**config.mk**
```make
export PLATFORM = sky130hd
export DESIGN_NAME = composite_timing_ctrl
export DESIGN_NICKNAME = d
export VERILOG_FILES = /design/src/rtl/composite_timing_ctrl.sv
export SDC_FILE = /design/constraint.sdc
export NUM_CORES = 1
export LEC_CHECK = 0
export BUFFER_PORTS_ARGS = -buffer_cell sky130_fd_sc_hd__buf_4
export CORE_ASPECT_RATIO = 1.5
export CORE_MARGIN = 2
export CORE_UTILIZATION = 33
export DETAILED_ROUTE_END_ITERATION = 6
export SETUP_SLACK_MARGIN = 0.05
export SLEW_MARGIN = 10
export SYNTH_ARGS = -nofsm -noshare
export SYNTH_HDL_FRONTEND = slang
export SYNTH_SLANG_ARGS = --single-unit
```
**constraint.sdc**
```tcl
create_clock -name clk -period 2.4 [get_ports clk]
set_input_delay 0.12 -clock clk [delete_from_list [all_inputs] [get_ports clk]]
set_output_delay 0.12 -clock clk [all_outputs]
set_load 0.05 [all_outputs]
```
**src/rtl/composite_timing_ctrl.sv**
```systemverilog
// composite_timing_ctrl
// Frame/line sequencer for the composite video output path. Walks a
// horizontal/vertical counter pair over each frame and decodes every
// position into sync, blanking, active video and pixel coordinates.
// Frames start and stop only on frame boundaries, so the monitor never
// sees a truncated field.
module composite_timing_ctrl #(
  parameter int H_SYNC         = 4,
  parameter int H_BACK         = 6,
  parameter int H_ACTIVE       = 40,
  parameter int H_FRONT        = 2,
  parameter int V_SYNC_LINES   = 3,
  parameter int V_BACK_LINES   = 3,
  parameter int V_ACTIVE_LINES = 20,
  parameter int V_FRONT_LINES  = 2,
  parameter int XW             = 8,
  parameter int YW             = 9
) (
  input  logic          clk,
  input  logic          rst,
  input  logic          enable,
  output logic          sync_,
  output logic          blank,
  output logic          active,
  output logic [XW-1:0] x,
  output logic [YW-1:0] y,
  output logic          line_start,
  output logic          frame_start,
  output logic          running
);

  localparam int H_TOTAL = H_SYNC + H_BACK + H_ACTIVE + H_FRONT;
  localparam int V_TOTAL = V_SYNC_LINES + V_BACK_LINES + V_ACTIVE_LINES + V_FRONT_LINES;

  // Counter-width constants; both counters fit because H_TOTAL <= 2^XW
  // and V_TOTAL <= 2^YW.
  localparam logic [XW-1:0] H_LAST     = XW'(H_TOTAL - 1);
  localparam logic [XW-1:0] H_SYNC_END = XW'(H_SYNC);
  localparam logic [XW-1:0] H_VS_END   = XW'(H_TOTAL - H_SYNC);
  localparam logic [XW-1:0] H_ACT0     = XW'(H_SYNC + H_BACK);
  localparam logic [XW-1:0] H_ACT1     = XW'(H_SYNC + H_BACK + H_ACTIVE);
  localparam logic [YW-1:0] V_LAST     = YW'(V_TOTAL - 1);
  localparam logic [YW-1:0] V_SYNC_END = YW'(V_SYNC_LINES);
  localparam logic [YW-1:0] V_ACT0     = YW'(V_SYNC_LINES + V_BACK_LINES);
  localparam logic [YW-1:0] V_ACT1     = YW'(V_SYNC_LINES + V_BACK_LINES + V_ACTIVE_LINES);

  typedef enum logic {
    IDLE = 1'b0,
    RUN  = 1'b1
  } state_t;

  state_t        state_q, state_d;
  logic [XW-1:0] hcnt_q, hcnt_d;
  logic [YW-1:0] vcnt_q, vcnt_d;

  // Decoded outputs for the upcoming counter position.
  logic          run_d;
  logic          vsync_line, active_line;
  logic          sync_d, active_d, line_start_d, frame_start_d;
  logic [XW-1:0] x_d;
  logic [YW-1:0] y_d;

  // Next state and next counter position; enable only matters in IDLE
  // and on the final clock of a frame.
  always_comb begin
    // NOTE: every signal written here gets a default first so no path
    // leaves it unassigned and no latch is inferred.
    state_d = state_q;
    hcnt_d  = '0;
    vcnt_d  = '0;
    case (state_q)
      IDLE: begin
        if (enable) state_d = RUN;
      end
      RUN: begin
        if (hcnt_q == H_LAST) begin
          if (vcnt_q == V_LAST) begin
            if (!enable) state_d = IDLE;
          end else begin
            vcnt_d = vcnt_q + 1'b1;
          end
        end else begin
          hcnt_d = hcnt_q + 1'b1;
          vcnt_d = vcnt_q;
        end
      end
      default: state_d = IDLE;
    endcase
  end

  // Decode the next position so the registered outputs line up with the
  // counters in the same clock.
  always_comb begin
    run_d         = (state_d == RUN);
    vsync_line    = (vcnt_d < V_SYNC_END);
    active_line   = (vcnt_d >= V_ACT0) && (vcnt_d < V_ACT1);
    active_d      = run_d && active_line && (hcnt_d >= H_ACT0) && (hcnt_d < H_ACT1);
    sync_d        = 1'b1;
    if (run_d) sync_d = vsync_line ? (hcnt_d >= H_VS_END) : (hcnt_d >= H_SYNC_END);
    x_d           = active_d ? (hcnt_d - H_ACT0) : '0;
    y_d           = active_d ? (vcnt_d - V_ACT0) : '0;
    line_start_d  = run_d && (hcnt_d == '0);
    frame_start_d = run_d && (hcnt_d == '0) && (vcnt_d == '0);
  end

  // State, counters and output registers; reset forces IDLE values at once.
  always_ff @(posedge clk) begin
    // NOTE: sequential state uses non-blocking assignments so every
    // register samples the pre-edge values of its neighbours.
    if (rst) begin
      state_q     <= IDLE;
      hcnt_q      <= '0;
      vcnt_q      <= '0;
      sync_       <= 1'b1;
      blank       <= 1'b1;
      active      <= 1'b0;
      x           <= '0;
      y           <= '0;
      line_start  <= 1'b0;
      frame_start <= 1'b0;
      running     <= 1'b0;
    end else begin
      state_q     <= state_d;
      hcnt_q      <= hcnt_d;
      vcnt_q      <= vcnt_d;
      sync_       <= sync_d;
      blank       <= !active_d;
      active      <= active_d;
      x           <= x_d;
      y           <= y_d;
      line_start  <= line_start_d;
      frame_start <= frame_start_d;
      running     <= run_d;
    end
  end

endmodule
```
==> flow_metrics.py <==
metrics = {
    "routing": {
        "vias": 1871,
        "drtAntennaViolNets": 0,
        "drtIter0Drc": 123,
        "drc": 0,
        "drt_wl_total_um": 5523,
        "wire_per_inst_um": 15.21,
        "drt_first_pass_iters": 4,
        "post_drt_via_cell_ratio": 5.154,
    },
    "finish": {
        "diodes": 0,
        "finalNonFillerCells": 363,
        "mostFrequentLayoutCells": "buf_4, dfxtp_1, nor2_1",
        "synthToLayoutAreaGrowth_pct": 47.74,
        "final_cell_area_um2": 2900,
        "drive_gt1_frac": 0.4089,
        "utilization": 0.5013,
        "nets": 301,
        "final_common_cell": "buf_4",
    },
    "logic_synthesis": {
        "synth_xor_area_frac": 0.08031,
        "synth-compound-area-share": 0.1358,
        "syn_inst": 215,
        "yosys.area.top_type": "dfxtp_1",
        "yosysWarnings": 0,
        "synth.avg_cell_area_um2": 9.131,
        "seq_area_frac_synth": 0.4079,
        "synth_mux_area_frac": 0.01020,
        "synth_simple_gate_area_frac": 0.2709,
        "synth_top_family_by_area": "simple AND/OR/NAND/NOR gates",
        "syn_area_um2": 1963,
        "synth_cell_types": 49,
        "yosys_register_bits": 40,
        "synthAdderAreaFrac": 0.04461,
        "synth_top_area_frac": 0.4079,
        "yosys-top-cells-area": "dfxtp_1, nor4_1, xnor2_1, ha_1, nor2_1",
    },
    "worst_setup_path": {
        "rrSetupSlack_ps": 80,
        "worstPathArrival_ps": 2510,
        "cp-end-kind": "register",
        "cp.required_ps": 2590,
        "crit_chain": "or4_4 -> buf_4 -> nor4_4 -> xnor2_2 -> a41o_4 -> o31ai_4 -> or3_1",
        "crit_start": "hcnt_q[3]",
        "worstSetupPathType": "reg -> reg",
        "r2r-start": "hcnt_q[3]",
        "slowest_stage": "or4_4",
        "critPathLaunchType": "register",
        "max_stage_delay_ps": 600,
        "cp_max_fo": 5,
    },
    "placed_design": {
        "pre_cts_ws_ps": -64.81,
        "place_congestion": 0.8497,
        "placed_area_um2": 2544,
        "portBuffers": 25,
        "dp_hpwl_um": 3923,
        "dp.cells": 349,
    },
    "global_route": {
        "grt_pass1_vias": 1819,
        "grt_max_degree": 18,
        "grt_overflow_total": 0,
        "track_usage": 0.1734,
        "antenna_found_initial": 0,
        "grt_pass1_wl_um": 8535,
    },
    "clock_tree": {
        "clock-sinks": 40,
        "cts_max_level": 2,
        "clkLatencyLatePin_ps": 290,
        "numCtsBuffers": 5,
        "root_buffer": "clkbuf_8",
        "cts_tree": "yes",
        "clock_path_buffers": 2,
        "clk_pin_slew_ps": 80,
    },
    "timing": {
        "layout_worst_path_cycle_share": 0.9676,
        "fin_ws_ps": 77.75,
        "hold-worst-slack_ps": 68.95,
        "finalHoldViolations": 0,
        "rsz0062_at_grt": "yes",
        "setup-tns-final_ps": 0,
        "finalSetupViolations": 0,
        "min_period_ps": 2322,
        "fmax_mhz": 430.6,
        "drv_slew": 0,
        "skew_ps": 9.861,
    },
    "pwr": {
        "pwr-share-comb": 0.079,
        "finalPower_mw": 1.200,
        "max-vdd-ir-drop_mv": 0.2118,
        "clkPwrFrac": 0.358,
        "leakagePower_nw": 1.146,
        "swShare": 0.2466,
        "power_frac_seq": 0.563,
        "switchingPower_uw": 296.0,
        "p_per_area_nw_per_um2": 413.8,
        "intPower_uw": 904.1,
    },
    "die": {
        "die_x_um": 66.98,
        "die_h_um": 98.47,
        "die_area_um2": 6595,
        "ios": 26,
        "core_area_um2": 5786,
        "rows": 34,
        "initial_core_util": 0.3393,
    },
    "run_status": {
        "status": "finished, final reports clean",
    },
    "run": {
        "maxCapViolations": 0,
    },
    "hold_path": {
        "holdCritStartpoint": "rst",
        "hold_path.class": "in -> reg",
    },
}
final cells by class:
class / instances / area [um2]
clock buffers: 6 / 72.57
clock inverters: 1 / 5.005
fillers: 564 / 2885
inverters: 8 / 30.03
multi-input cells: 161 / 1310
flip-flops and latches: 40 / 804.5
well taps: 72 / 90.09
repair buffers: 75 / 588.1
power by group through the flow:
stage / combinational, mW / sequential, mW / clock (mW)
6_report: 0.0946 / 0.676 / 0.430
4_1_cts: 0.0935 / 0.676 / 0.441
5_1_grt: 0.101 / 0.677 / 0.476
3_5_place_dp: 0.0905 / 0.691 / 0
3_3_place_gp: 0.0900 / 0.691 / 0
2_1_floorplan: 0.0280 / 0.715 / 0
worst max-delay path: cells and delay by family, from the launching register on:
family          cells  cell delay [ps]
xor+xnor            1              170
buf+inv             1              170
simple gates        3             1120
compound gates      2              410
flops               1              350
sequential cells by signal, indices dropped and copies added (netlist names), 8 cells and up:
name / count
vcnt_q: 9
y: 9
hcnt_q: 8
x: 8
timing repair:
| action | in CTS | in global routing |
|---|---|---|
| resized for setup | 15 | 19 |
| pin swaps | 4 | 8 |
| hold buffers | 0 | 0 |
| setup buffers | 1 | 3 |
| setup endpoints to repair | 18 | 19 |
| gates cloned | 2 | 1 |
routing by layer:
metal / global-route usage / routed length, um / up-vias
met1: 0.1765 / 2104 / 895
met4: 0.08791 / 127 / 0
li1: - / - / 939
met2: 0.3277 / 3194 / 31
met5: 0 / 0 / -
met3: 0.02511 / 96 / 6
worst paths after layout:
| path | endpoint | depth (start not counted) |
|---|---|---|
| worst min-delay path | hcnt_q[1] | 2 |
| worst max register to register | blank | 7 |
| worst min register to register | vcnt_q[7] | 2 |
| worst max-delay path | blank | 7 |
synth_stat cells, drive strengths merged:
cell and number:
or4 3, xnor2 11, a41o 1, o21ai 9, nor3 9, a31oi 5
dfxtp 40, o31ai 3, buf 6, a311oi 1, and3b 1, nand2 13
nand3 9, o211ai 2, and3 5, o21a 2, and2 6, o221ai 1
clkbuf 4, nand2b 4, a31o 1, nor2 20, nor4 17, a21boi 1
nand4b 1, mux2i 2, ha 7, xor2 7, nand4 4, a21o 1
nor2b 1, a2111oi 3, conb 1, nor3b 1, inv 8, nand3b 1
or3 3, o41a 1
logic make-up (layout without fill, tap and decap cells):
logic type | after synthesis | in the layout
AND/OR/NAND/NOR | 98 | 99
flip-flops | 40 | 40
AO/OA/AOI/OAI | 31 | 33
XOR/XNOR | 18 | 18
buffers and inverters | 18 | 90
adder cells (fa/ha/maj) | 7 | 7
multiplexers | 2 | 2
other | 1 | 2
Note: power is estimated with default switching activity, not from simulation.
